==> config.mk <==
export PLATFORM = sky130hd
export DESIGN_NAME = pulse_peak_detector
export DESIGN_NICKNAME = d
export VERILOG_FILES = /design/src/rtl/pulse_peak_detector.sv
export SDC_FILE = /design/constraint.sdc
export NUM_CORES = 1
export LEC_CHECK = 0
export ABC_CLOCK_PERIOD_IN_PS = 9100
export CELL_PAD_IN_SITES_DETAIL_PLACEMENT = 1
export CELL_PAD_IN_SITES_GLOBAL_PLACEMENT = 1
export CORE_MARGIN = 4
export CORE_UTILIZATION = 45
export DETAILED_ROUTE_END_ITERATION = 6
export GPL_TIMING_DRIVEN = 0
export PLACE_DENSITY = 0.87
export SLEW_MARGIN = 30
export SYNTH_ARGS = -nofsm -noshare
export SYNTH_HDL_FRONTEND = slang
export SYNTH_SLANG_ARGS = --single-unit
==> constraint.sdc <==
create_clock -name clk -period 9.1 [get_ports clk]
set_clock_uncertainty 0.2 [all_clocks]
set_input_delay 1.82 -clock clk [delete_from_list [all_inputs] [get_ports clk]]
set_output_delay 1.82 -clock clk [all_outputs]
set_load 0.01 [all_outputs]
==> src/rtl/pulse_peak_detector.sv <==
// pulse_peak_detector
// Watches the filtered sample stream for threshold crossings and measures each
// pulse: peak amplitude, timestamp of the first peak sample, width above
// threshold, and a pile-up flag for multiple maxima or over-long pulses.
// Finished measurements sit in a single-entry valid/ready output register;
// events that arrive while it is full are counted in drop_count.
module pulse_peak_detector #(
    parameter int DATA_W  = 19,
    parameter int TIME_W  = 16,
    parameter int MAX_LEN = 64,
    parameter int HOLDOFF = 8
) (
    input  logic                     clk,
    input  logic                     reset,
    input  logic signed [DATA_W-1:0] input_data,
    input  logic signed [DATA_W-1:0] threshold,
    input  logic                     out_ready,
    output logic                     out_valid,
    output logic signed [DATA_W-1:0] out_amplitude,
    output logic [TIME_W-1:0]        out_time,
    output logic [7:0]               out_width,
    output logic                     out_pileup,
    output logic [7:0]               drop_count
);

    localparam int HOLD_W = (HOLDOFF > 1) ? $clog2(HOLDOFF) : 1;
    localparam logic [HOLD_W-1:0] HOLD_LAST = HOLD_W'((HOLDOFF > 0) ? HOLDOFF - 1 : 0);
    localparam logic [7:0] MAX_WIDTH = 8'(MAX_LEN);

    typedef enum logic [1:0] {IDLE, ABOVE, WAIT_LOW, HOLD} state_t;

    // With no holdoff configured the detector re-arms straight away.
    localparam state_t AFTER_PULSE = (HOLDOFF > 0) ? HOLD : IDLE;

    state_t                    state_q, state_d;
    logic [TIME_W-1:0]         ts_q, ts_d;
    logic signed [DATA_W-1:0]  peak_q, peak_d;
    logic [TIME_W-1:0]         peak_t_q, peak_t_d;
    logic [7:0]                width_q, width_d;
    logic                      falling_q, falling_d;
    logic                      pileup_q, pileup_d;
    logic signed [DATA_W-1:0]  prev_q, prev_d;
    logic [HOLD_W-1:0]         hold_cnt_q, hold_cnt_d;

    logic                      out_valid_q, out_valid_d;
    logic signed [DATA_W-1:0]  out_amplitude_q, out_amplitude_d;
    logic [TIME_W-1:0]         out_time_q, out_time_d;
    logic [7:0]                out_width_q, out_width_d;
    logic                      out_pileup_q, out_pileup_d;
    logic [7:0]                drop_count_q, drop_count_d;

    logic                      above;
    logic                      emit;
    logic                      load;
    logic signed [DATA_W-1:0]  ev_amp;
    logic [TIME_W-1:0]         ev_time;
    logic [7:0]                ev_width;
    logic                      ev_pileup;

    assign above = input_data > threshold;

    // Pulse measurement FSM: tracks peak/shape and decides when an event is emitted.
    always_comb begin
        state_d    = state_q;
        ts_d       = ts_q + 1'b1;
        peak_d     = peak_q;
        peak_t_d   = peak_t_q;
        width_d    = width_q;
        falling_d  = falling_q;
        pileup_d   = pileup_q;
        prev_d     = prev_q;
        hold_cnt_d = hold_cnt_q;
        emit       = 1'b0;
        ev_amp     = peak_q;
        ev_time    = peak_t_q;
        ev_width   = width_q;
        ev_pileup  = pileup_q;

        case (state_q)
            IDLE: begin
                if (above) begin
                    peak_d    = input_data;
                    peak_t_d  = ts_q;
                    width_d   = 8'd1;
                    falling_d = 1'b0;
                    pileup_d  = 1'b0;
                    prev_d    = input_data;
                    if (MAX_WIDTH == 8'd1) begin
                        emit      = 1'b1;
                        ev_amp    = input_data;
                        ev_time   = ts_q;
                        ev_width  = MAX_WIDTH;
                        ev_pileup = 1'b1;
                        state_d   = WAIT_LOW;
                    end else begin
                        state_d = ABOVE;
                    end
                end
            end
            ABOVE: begin
                if (above) begin
                    width_d = width_q + 8'd1;
                    if (input_data > peak_q) begin
                        peak_d   = input_data;
                        peak_t_d = ts_q;
                    end
                    if (input_data < prev_q) begin
                        falling_d = 1'b1;
                    end else if (falling_q && (input_data > prev_q)) begin
                        pileup_d  = 1'b1;
                        falling_d = 1'b0;
                    end
                    prev_d = input_data;
                    if (width_d == MAX_WIDTH) begin
                        emit      = 1'b1;
                        ev_amp    = peak_d;
                        ev_time   = peak_t_d;
                        ev_width  = MAX_WIDTH;
                        ev_pileup = 1'b1;
                        state_d   = WAIT_LOW;
                    end
                end else begin
                    emit       = 1'b1;
                    hold_cnt_d = '0;
                    state_d    = AFTER_PULSE;
                end
            end
            WAIT_LOW: begin
                if (!above) begin
                    hold_cnt_d = '0;
                    state_d    = AFTER_PULSE;
                end
            end
            HOLD: begin
                if (hold_cnt_q == HOLD_LAST) begin
                    state_d = IDLE;
                end else begin
                    hold_cnt_d = hold_cnt_q + 1'b1;
                end
            end
            default: begin
                state_d = IDLE;
            end
        endcase
    end

    // Output register: load on emit when free or draining this edge, otherwise count a drop.
    always_comb begin
        load            = emit && (!out_valid_q || out_ready);
        out_valid_d     = out_valid_q;
        out_amplitude_d = out_amplitude_q;
        out_time_d      = out_time_q;
        out_width_d     = out_width_q;
        out_pileup_d    = out_pileup_q;
        drop_count_d    = drop_count_q;

        if (load) begin
            out_valid_d     = 1'b1;
            out_amplitude_d = ev_amp;
            out_time_d      = ev_time;
            out_width_d     = ev_width;
            out_pileup_d    = ev_pileup;
        end else begin
            if (out_valid_q && out_ready) begin
                out_valid_d = 1'b0;
            end
            if (emit && (drop_count_q != 8'hFF)) begin
                drop_count_d = drop_count_q + 8'd1;
            end
        end
    end

    // State and output registers; reset clears everything and discards any partial pulse.
    always_ff @(posedge clk) begin
        if (reset) begin
            state_q         <= IDLE;
            ts_q            <= '0;
            peak_q          <= '0;
            peak_t_q        <= '0;
            width_q         <= '0;
            falling_q       <= 1'b0;
            pileup_q        <= 1'b0;
            prev_q          <= '0;
            hold_cnt_q      <= '0;
            out_valid_q     <= 1'b0;
            out_amplitude_q <= '0;
            out_time_q      <= '0;
            out_width_q     <= '0;
            out_pileup_q    <= 1'b0;
            drop_count_q    <= '0;
        end else begin
            state_q         <= state_d;
            ts_q            <= ts_d;
            peak_q          <= peak_d;
            peak_t_q        <= peak_t_d;
            width_q         <= width_d;
            falling_q       <= falling_d;
            pileup_q        <= pileup_d;
            prev_q          <= prev_d;
            hold_cnt_q      <= hold_cnt_d;
            out_valid_q     <= out_valid_d;
            out_amplitude_q <= out_amplitude_d;
            out_time_q      <= out_time_d;
            out_width_q     <= out_width_d;
            out_pileup_q    <= out_pileup_d;
            drop_count_q    <= drop_count_d;
        end
    end

    assign out_valid     = out_valid_q;
    assign out_amplitude = out_amplitude_q;
    assign out_time      = out_time_q;
    assign out_width     = out_width_q;
    assign out_pileup    = out_pileup_q;
    assign drop_count    = drop_count_q;

endmodule

==> results_dict.tcl, run 1 <==
set metrics [dict create \
    syn_inst 951 \
    row_count 47 \
    cts_made_buffers 17 \
    crit_arrival_ps 5470 \
    path_max_fanout 10 \
    rsz0062_at_grt "false" \
    wirelength_mm 24.8 \
    final_util_pct 56.5 \
    worstSkewPairLatency_ps 440 \
    tns_ps 0 \
    setup.worst_path.class "input pin to flop" \
    drive_gt1_share_pct 5.40 \
    drtIter0Drc 378 \
    ioPinCount 94 \
    io_buffers 92 \
    leakage_nw 3.59 \
    slew-limit-headroom_pct 43.0 \
    vias_per_cell 5.77 \
    swShare_pct 39.3 \
    p_int_mw 1.38 \
    register_area_sq_mm 0.00276 \
    place_congestion 0.874 \
    setup-violations-final 0 \
    ctsResizeCount 0 \
    p_comb_share_pct 37.5 \
    outcome "completed" \
    root_buffer "clkbuf_16" \
    holdBufCountCts 0 \
    endpoint_kind "flop" \
    grt_pass1_vias 7745 \
    fp.coreArea_sq_mm 0.0166 \
    cts_setup_buffers 0 \
    slew_violations 0 \
    grt_max_degree 17 \
    die_y_microns 139 \
    multi_input_area_sq_mm 0.00438 \
    dieWidth_microns 139 \
    dieArea_sq_mm 0.0192 \
    ant_nets 0 \
    drtPass1Iterations 6 \
    clk_pin_slew_ps 60 \
    ys_ff_latch 138 \
    cts.sinks 138 \
    antenna_found_initial 0 \
    tightest_slew_ps 833 \
    switchingPower_mw 0.894 \
    fillers 2047 \
    syn-cell-area_sq_mm 0.00767 \
    min_path_type "flop to flop" \
    initial_core_util_pct 46.1 \
    syn_to_final_growth_pct 22.7 \
    globalRouteOverflowTotal 0 \
    grt_first_pass_wirelength_mm 40.5 \
    post_drt_wl_per_cell_microns 19.1 \
    synth_edf_count 0 \
    final_area_sq_mm 0.00941 \
    powerDensity_mw_per_mm2 242 \
    critPathLaunchType "input pin" \
    max-vdd-ir-drop_v 0.000191 \
    cts.htree.levels 4 \
    syn_nets 1059 \
    avgSynthCellArea_sq_um 8.06 \
    vias 7478 \
    place_area_sq_mm 0.00886 \
    grt_usage_pct 25.8 \
    fin_crit_ps 5420 \
    power_frac_clock_pct 28.3 \
    yosys_warnings 0 \
    sequentialPowerShare_pct 34.2 \
    yosysUniqueCellTypes 60 \
    maxCapViolCount 0 \
    max_freq_mhz 185 \
    synth_flop_cell "dfxtp_1" \
    synthArstFlopShare_pct 0 \
    period_share_pct 59.6 \
    hold_viol 0 \
    dpl.hpwl_mm 17.9 \
    cts.path.max_buffers 2 \
    nets 1170 \
    worstPathRequired_ps 9150 \
    antenna_cells 0 \
    drc_errors 0 \
    ys_seq_area_share_pct 36.0 \
    cts_tree "yes" \
]
-- critical path, cell delays in order --
cell,delay [ps]
clkdlybuf4s50_1,590
ha_1,400
nand4_1,160
nor3_2,280
a21boi_0,320
a22o_1,180
buf_2,230
buf_2,300
nand2_1,200
a2111oi_0,740
o32ai_1,240
-- placed cells by master (no fill, tap or decap), types with 10 or more instances in the layout --
master	n
dfxtp_1	138
mux2i_1	32
clkdlybuf4s50_1	92
nand2b_1	54
a21oi_1	55
buf_2	11
nor2_1	90
nand3_1	29
xor2_1	10
nand4_1	16
a31oi_1	47
o21ai_0	15
nand2_1	119
clkbuf_1	44
inv_1	74
ha_1	67
clkbuf_16	17
a211oi_1	43
-- per-stage QoR --
step,setup WS [ps],power (mW),std cells,hold slack (ps)
after floorplan,4860,1.33,951,236
after global placement,3460,1.59,1263,242
after detailed placement,3410,1.62,1263,248
after CTS,3770,2.27,1295,256
after global routing,3450,2.41,1295,269
final,3680,2.28,1295,253
-- worst paths after layout --
check,startpoint,to,slack [ps],depth (start not counted)
worst max-delay path,input_data[18],falling_q$_SDFFE_PP0P_,3680,11
worst min-delay path,prev_q[11]$_SDFFE_PP0P_,prev_q[11]$_SDFFE_PP0P_,250,2
worst max register to register,peak_q[6]$_SDFFE_PP0P_,out_amplitude[7]$_SDFFE_PP0P_,5320,10
worst min register to register,prev_q[11]$_SDFFE_PP0P_,prev_q[11]$_SDFFE_PP0P_,250,2
-- power by group through the flow --
stage	logic, mW	clock network, mW	registers (mW)
floorplan	0.544	0	0.781
global placement	0.801	0	0.786
detailed placement	0.832	0	0.790
CTS	0.848	0.646	0.778
global route	0.944	0.674	0.791
finish	0.853	0.645	0.780
-- per-layer routing --
| layer | routed length (microns) | share of wire, % | up-vias | GRT usage, % |
|---|---|---|---|---|
| met3 | 1210 | 4.9 | 45 | 5.14 |
| met2 | 11900 | 48 | 205 | 43.9 |
| met1 | 11100 | 45 | 3669 | 33.0 |
| met5 | 0 | 0 | - | 0 |
| li1 | - | - | 3559 | - |
| met4 | 539 | 2.2 | 0 | 8.42 |
-- sequential cells by signal, indices dropped and copies added (netlist names) --
signal and flops:
drop_count 8, falling_q 1, hold_cnt_q 3, out_amplitude 19, out_pileup 1, out_time 16, out_valid 1, out_width 8
peak_q 19, peak_t_q 16, pileup_q 1, prev_q 19, state_q 2, ts_q 16, width_q 8
-- final cells by class --
type	instances	area share (%)
multi-input cells	681	46.5
flip-flops and latches	138	29.4
repair buffers	92	9.79
clock buffers	17	4.52
inverters	74	2.95
well taps	220	2.93
plain buffers	58	2.66
clock inverters	15	1.24
-- Yosys cell counts, types with 8 or more instances --
cell type,number,area (sq um)
or3_1,8,50.1
dfxtp_1,138,2760
a21oi_1,55,275
o21ai_0,15,75.1
nand2b_1,54,338
nand3_1,29,145
nor2_1,90,338
a31oi_1,47,294
clkbuf_1,44,165
a211oi_1,43,323
a2111oi_0,8,70.1
nand4_1,16,100
buf_2,11,55.1
xor2_1,10,87.6
ha_1,67,838
nand2_1,119,447
mux2i_1,32,320
inv_1,74,278
-- cell families (layout without fill, tap and decap cells) --
family                   count (synthesis)  count (layout)  synth area share [%]
buffers and inverters                  132             256                  6.89
multiplexers                            34              34                  4.47
adder cells (fa/ha/maj)                 67              67                  10.9
XOR/XNOR                                13              13                  1.48
AND/OR/NAND/NOR                        353             353                  21.8
flip-flops                             138             138                  36.0
AO/OA/AOI/OAI                          214             214                  18.4
Note: power is estimated with default switching activity, not from simulation.
==> run 2: changes to the inputs <==
- ABC_CLOCK_PERIOD_IN_PS: 9100 -> 5400
- CORE_UTILIZATION: 45 -> 42
- PLACE_DENSITY: 0.87 -> 0.82
- clock period: 9.1 -> 5.4 ns (I/O delays scaled with it)
==> results_dict.tcl, run 2 (synthesis gave the netlist of run 1 again) <==
set metrics [dict create \
    fp.coreArea_sq_mm 0.0180 \
    register_area_sq_mm 0.00276 \
    crit_arrival_ps 4940 \
    antenna_found_initial 0 \
    grtUsageMet3_pct 5.16 \
    hold_viol 0 \
    timing.rr.start "peak_q[8]$_SDFFE_PP0P_" \
    period_share_pct 89.0 \
    tns_ps 0 \
    ioPinCount 94 \
    root_buffer "clkbuf_16" \
    drtIter0Drc 419 \
    cts_setup_buffers 0 \
    grt_busiest_layer "met2" \
    tightest_slew_ps 812 \
    hold_start "prev_q[17]$_SDFFE_PP0P_" \
    final_area_sq_mm 0.00943 \
    grt_usage_pct 24.5 \
    min_path_type "flop to flop" \
    clk_pin_slew_ps 60 \
    max-vdd-ir-drop_v 0.000273 \
    multi_input_area_sq_mm 0.00438 \
    max_freq_mhz 208 \
    use_met1_pct 30.9 \
    syn_to_final_growth_pct 23.0 \
    vias 7430 \
    worstSkewPairLatency_ps 430 \
    nets 1170 \
    use_met2_pct 41.5 \
    grt_max_degree 17 \
    ctsResizeCount 0 \
    maxCapViolCount 0 \
    vias_per_cell 5.70 \
    slew-limit-headroom_pct 45.6 \
    drc_errors 0 \
    post_drt_wl_per_cell_microns 18.8 \
    cts.path.max_buffers 2 \
    wirelength_mm 24.5 \
    globalRouteOverflowTotal 0 \
    r2r_slack_ps 1520 \
    antenna_cells 0 \
    outcome "completed" \
    rsz0062_at_grt "false" \
    reg2regPathDepth 10 \
    initial_core_util_pct 42.7 \
    powerDensity_mw_per_mm2 408 \
    setup.worst_path.class "input pin to flop" \
    ant_nets 0 \
    fin_crit_ps 4800 \
    holdBufCountCts 0 \
    whs_path_depth 2 \
    grt_pass1_vias 7679 \
    worstPathRequired_ps 5530 \
    dieWidth_microns 143 \
    fillers 2189 \
    place_area_sq_mm 0.00888 \
    grt_first_pass_wirelength_mm 39.9 \
    endpoint_kind "flop" \
    cts_made_buffers 17 \
    place_congestion 0.832 \
    r2r_end "out_amplitude[1]$_SDFFE_PP0P_" \
    row_count 49 \
    drive_gt1_share_pct 5.30 \
    die_y_microns 143 \
    drtPass1Iterations 5 \
    cts.htree.levels 4 \
    dieArea_sq_mm 0.0205 \
    io_buffers 92 \
    hold-path-endpoint "prev_q[17]$_SDFFE_PP0P_" \
    final_cell_mix "dfxtp_1 (138), nand2_1 (119), clkdlybuf4s50_1 (92)" \
    dpl.hpwl_mm 18.1 \
    path_max_fanout 10 \
    layout_commonest_cell "dfxtp_1" \
    cts_tree "yes" \
    slew_violations 0 \
    cts.sinks 138 \
    setup-violations-final 0 \
    critPathLaunchType "input pin" \
    leakage_nw 3.59 \
]
run 2: power by group:
group          switching (mW)  internal (mW)
Sequential              0.136           1.18
Clock                   0.478          0.634
Combinational           0.861          0.556
run 2: area by class of cell:
type	instances	area share, %
inverter	74	2.95
sequential	138	29.3
clock inverter	14	1.31
tap	229	3.04
buffer	58	2.65
timing repair buffer	92	9.77
clock buffer	18	4.55
multi-input combinational	681	46.4
run 2: critical path: stages:
cell	delay, ps
clkdlybuf4s50_1	600
ha_1	430
a21oi_1	190
a211oi_1	90
a2111oi_0	710
o21ai_0	380
nand4_1	530
clkbuf_1	490
nand2_1	160
a211oi_1	260
run 2: worst max path at each step:
stage	endpoint	slack, ps	from
after floorplan	drop_count[2]$_SDFFE_PP0P_	1900	threshold[8]
after global placement	out_amplitude[1]$_SDFFE_PP0P_	420	input_data[4]
after detailed placement	out_amplitude[1]$_SDFFE_PP0P_	290	input_data[2]
after CTS	out_amplitude[1]$_SDFFE_PP0P_	680	input_data[2]
after global routing	out_amplitude[1]$_SDFFE_PP0P_	410	input_data[2]
final	out_amplitude[1]$_SDFFE_PP0P_	600	input_data[2]
run 2: layer usage:
metal / wire, microns / up-vias
li1: - / 3560
met1: 10900 / 3640
met2: 11800 / 192
met3: 1270 / 38
met4: 533 / 0
met5: 0 / -
run 2: per-stage QoR:
step,setup slack [ps],power [mW],util [%],cells,hold WS (ps)
floorplan,1900,2.23,-,951,236
global placement,418,2.68,49.4,1272,242
detailed placement,292,2.72,49.4,1272,249
CTS,679,3.86,52.5,1304,257
global route,409,4.09,52.5,1304,275
finish,596,3.85,52.5,1304,254
==> patch 1: new RTL, flow settings as in run 1 <==
Change the parameter `HOLDOFF` from 8 to 4.
--- a/src/rtl/pulse_peak_detector.sv
+++ b/src/rtl/pulse_peak_detector.sv
@@ -10,3 +10,3 @@
     parameter int MAX_LEN = 64,
-    parameter int HOLDOFF = 8
+    parameter int HOLDOFF = 4
 ) (
Behaviour: not the same (Yosys sat finds a counterexample within 10 cycles, from zero or initial values and one cycle with reset high).
==> patch 1 against run 1 <==
- first-iteration DRC count fell by 8.7%
- global-route usage decreased by 1.1 points
- highest routed layer unchanged
- power decreased by 6.2%
- worst setup slack lost 26 ps
- wire length is 11% lower
- combinational power shrank 21%
- sequential share of layout area rose by 1.2 points
- cell area is 4.6% lower
- clock power rose by 11%
- area after synthesis shrank 6.3%
- hold slack better by 7.4 ps
- critical path depth unchanged
- cell count fell by 10%
- sequential cell count shrank 1
==> patch 1: results (changes against run 1) <==
Vias -> 6572 (-12%)
Crit path from -> input_data[18]
Most frequent cells after synthesis -> dfxtp_1, nor2_1, inv_1, mux2i_1, ha_1
Crit path largest cell delay -> 650 ps (-90 ps)
Worst-Margin Slew -> 939 ps (+106 ps)
Crit path to -> out_amplitude[13]
Met3 WL post-DR -> 963 um (-21%)
Fraction of layout cells with a size suffix above 1 -> 5.04% (-0.35 points)
Routed len/inst -> 18.9 um (-1.4%)
R2R Path End -> peak_q[2]
Pleak -> 0.00373 uW (+3.9%)
GRT Overall Usage -> 24.8% (-1.1 points)
M3 GR Usage -> 5.29% (+0.15 points)
Drt pass-1 iters -> 5 (-1)
Slowest CP cell -> a22oi_1
Routed length on met2 -> 10800 um (-9.0%)
GR Util met1 -> 29.5% (-3.5 points)
DPL Wire Length -> 15300 um (-14%)
Placed instance area -> 0.00838 sq mm (-5.5%)
Worst R2R Start -> peak_q[18]
# fillers -> 1864 (-8.9%)
Post-synthesis sequential area ratio -> 38.2% (+2.2 points)
IO buf count -> 93 (+1.1%)
Min-delay src -> prev_q[3]
Synth top area cells -> dfxtp_1, ha_1, mux2i_1
Initial drt markers -> 345 (-8.7%)
Length of routed wiring on met1 -> 9360 um (-16%)
Nets -> 1048 (-10%)
IR drop worst, VDD -> 162 uV (-15%)
Outcome -> complete, no violations
Worst hold path class -> reg2reg
Routability cong. -> 0.821 (-6.0%)
Global-route wire length before repair -> 35700 um (-12%)
Reg2Reg Setup Slack -> 5750 ps (+430 ps)
Vias in the first global route -> 6917 (-11%)
Post-synth net total -> 936 (-12%)
-- patch 1: cells by family after synthesis --
family | share of synthesized area (%)
AO/OA/AOI/OAI | 15.4
XOR/XNOR | 1.59
AND/OR/NAND/NOR | 16.4
adder cells (fa/ha/maj) | 11.5
buffers and inverters | 6.46
multiplexers | 10.5
flip-flops | 38.2
-- patch 1: cell type report --
cell class	count	area, sq um	area share [%]
timing repair buffer	93	931	10.4
inverter	73	274	3.05
buffer	40	190	2.12
clock buffer	22	474	5.29
multi-input combinational	579	3980	44.3
sequential	137	2740	30.6
clock inverter	8	120	1.34
tap	211	264	2.94
-- patch 1: how the worst min path moves through the flow --
stage            endpoint  cells after the start
5_1_grt        prev_q[13]                      2
3_3_place_gp    prev_q[5]                      2
6_report        prev_q[3]                      2
4_1_cts        prev_q[11]                      2
3_5_place_dp   prev_q[15]                      2
2_1_floorplan  prev_q[10]                      2
-- patch 1: stage by stage --
| stage | setup WS, ps | hold WS [ps] | utilization [%] | instances |
|---|---|---|---|---|
| 2_1_floorplan | 4830 | 236 | - | 829 |
| 3_3_place_gp | 3370 | 243 | 54.3 | 1133 |
| 3_5_place_dp | 3310 | 247 | 54.3 | 1133 |
| 4_1_cts | 3690 | 261 | 58.2 | 1163 |
| 5_1_grt | 3520 | 284 | 58.2 | 1163 |
| 6_report | 3650 | 260 | 58.2 | 1163 |
-- patch 1: critical path, delay by kind of cell --
family / cells / cell delay (ps)
AO/OA/AOI/OAI: 4 / 1350
adder cells (fa/ha/maj): 1 / 420
buffers and inverters: 3 / 1450
AND/OR/NAND/NOR: 3 / 530
-- patch 1: power by group --
group          total (uW)  switching [uW]  leakage (uW)  internal, uW
registers             745            59.9       0.00112           685
logic                 678             395       0.00232           282
clock network         714             266      0.000288           448
==> patch 2: new RTL, flow settings as in run 1 <==
Made on the original files. Encoding of `state_t`: now one-hot (4 bits for 4 states).
--- a/src/rtl/pulse_peak_detector.sv
+++ b/src/rtl/pulse_peak_detector.sv
@@ -29,3 +29,3 @@
 
-    typedef enum logic [1:0] {IDLE, ABOVE, WAIT_LOW, HOLD} state_t;
+    typedef enum logic [3:0] {IDLE = 4'b0001, ABOVE = 4'b0010, WAIT_LOW = 4'b0100, HOLD = 4'b1000} state_t;
 
Formal check against the unedited RTL: same outputs for any inputs over 4 cycles, from zero or initial values and one cycle with reset high; so few cycles prove little.
==> patch 2 against run 1 <==
- critical path type unchanged
- cell area down 2.7%
- worst setup slack gained 240 ps
- largest cell class unchanged
- via count shrank 8.2%
- area after synthesis fell by 3.8%
- count of clock-buffer cells in the layout grew 3
- first-iteration DRC count down 15%
- wire length fell by 8.3%
- sequential cell count rose by 2
Power is not compared: it rests on default switching activity, and its combinational part moved more than twofold at a synthesized area within 25%.
==> patch 2: results (changes against run 1) <==
Met3 WL post-DR -> 1030 um (-15%)
IR drop worst, VDD -> 97.5 uV
Routability cong. -> 0.865 (-1.0%)
Worst Path Max Fanout -> 10 (unchanged)
CTS Root Cell -> clkbuf_16
DPL Wire Length -> 16500 um (-7.5%)
Clock buffer depth -> 2 (unchanged)
Clock latency on the worst-skew pair -> 420 ps (-20 ps)
Synth top area cells -> dfxtp_1, ha_1, mux2i_1
Worst hold path class -> reg2reg
Yosys warnings -> 0 (unchanged)
Htree depth -> 4 (unchanged)
M2 GR Usage -> 44.4% (+0.51 points)
Routed length on met2 -> 11300 um (-4.6%)
Routed len/inst -> 18.7 um (-2.0%)
Nets -> 1086 (-7.2%)
Top sig layer -> met4
Crit path largest cell delay -> 590 ps (-150 ps)
Worst relative slew slack -> 43.0% (-0.056 points)
M3 GR Usage -> 4.26% (-0.88 points)
Length of routed wiring on met1 -> 9800 um (-12%)
Slowest CP cell -> clkdlybuf4s50_1
Diodes inserted -> 0 (unchanged)
Inst Count DP -> 1179 (-6.7%)
Vias in the first global route -> 7472 (-3.5%)
Drt pass-1 iters -> 5 (-1)
# resized after CTS -> 0 (unchanged)
Worst Path Arrival -> 5260 ps (-210 ps)
Synthesized area per cell -> 8.48 sq um (+5.1%)
Asr flop ratio synth -> 0% (unchanged)
Vias -> 6862 (-8.2%)
GR Util met1 -> 29.8% (-3.2 points)
Pleak -> 0.00341 uW
GRT Overall Usage -> 24.9% (-0.96 points)
Post-synth net total -> 974 (-8.0%)
Clock transition at path regs -> 60 ps (about the same)
Global-route wire length before repair -> 36900 um (-8.8%)
IO buf count -> 93 (+1.1%)
Fraction of layout cells with a size suffix above 1 -> 6.03% (+0.63 points)
DR vias/cell -> 5.67 (-1.9%)
Distinct cells, synth -> 59 (-1.7%)
Placed instance area -> 0.00858 sq mm (-3.2%)
Post-synthesis sequential area ratio -> 38.0% (+2.0 points)
Most frequent cells after synthesis -> dfxtp_1, nand2_1, a21oi_1
Initial drt markers -> 322 (-15%)
Outcome -> complete, no violations
Place WS -> 3600 ps (+189 ps)
[patch 2: cell types whose count changed after synthesis, moves of 10 or more]
cell,before,now
nor2_1,90,40
a21oi_1,55,93
nand2b_1,54,2
o31ai_1,4,15
o21ai_0,15,59
a31oi_1,47,2
nor3_1,6,19
mux2i_1,32,54
inv_1,74,64
nand2_1,119,97
a211oi_1,43,4
o2111ai_1,1,16
clkbuf_1,44,34
[patch 2: cells by family (layout without fill, tap and decap cells)]
family,Yosys count,in the layout,synth area share (%)
buf+inv,115,240,6.21
flops,140,140,38.0
simple gates,249,249,16.2
xor+xnor,19,19,2.26
compound gates,227,227,18.8
fa+ha+maj,63,63,10.7
mux,57,57,7.79
[patch 2: worst paths after layout]
check                               startpoint                end  slack, ps  cells after the start
worst min-delay path                 prev_q[2]          prev_q[2]        260                      2
worst max-delay path            input_data[18]          peak_q[6]       3920                     10
worst max register to register      width_q[0]  out_amplitude[10]       5780                      9
worst min register to register       prev_q[2]          prev_q[2]        260                      2
[patch 2: where the power goes]
| group | switching [uW] | internal, uW | leakage [uW] |
|---|---|---|---|
| clock network | 280 | 392 | 0.000261 |
| registers | 24.1 | 649 | 0.00114 |
| logic | 206 | 122 | 0.00202 |
| total | 509 | 1160 | 0.00341 |
[patch 2: worst register-to-register path: stages (launching register included)]
cell and delay, ps:
dfxtp_1 480, ha_1 310, nand3_1 140, nor2_1 150, xor2_1 300, nand3_2 240
a211oi_2 620, clkbuf_1 450, o21ai_0 190, a21oi_1 170
[patch 2: layout make-up]
cell class	count	area (sq um)
fill	1961	6850
inverter	64	240
tap	216	270
clock inverter	12	115
timing repair buffer	93	931
sequential	140	2800
buffer	51	218
multi-input combinational	615	4120
clock buffer	20	457
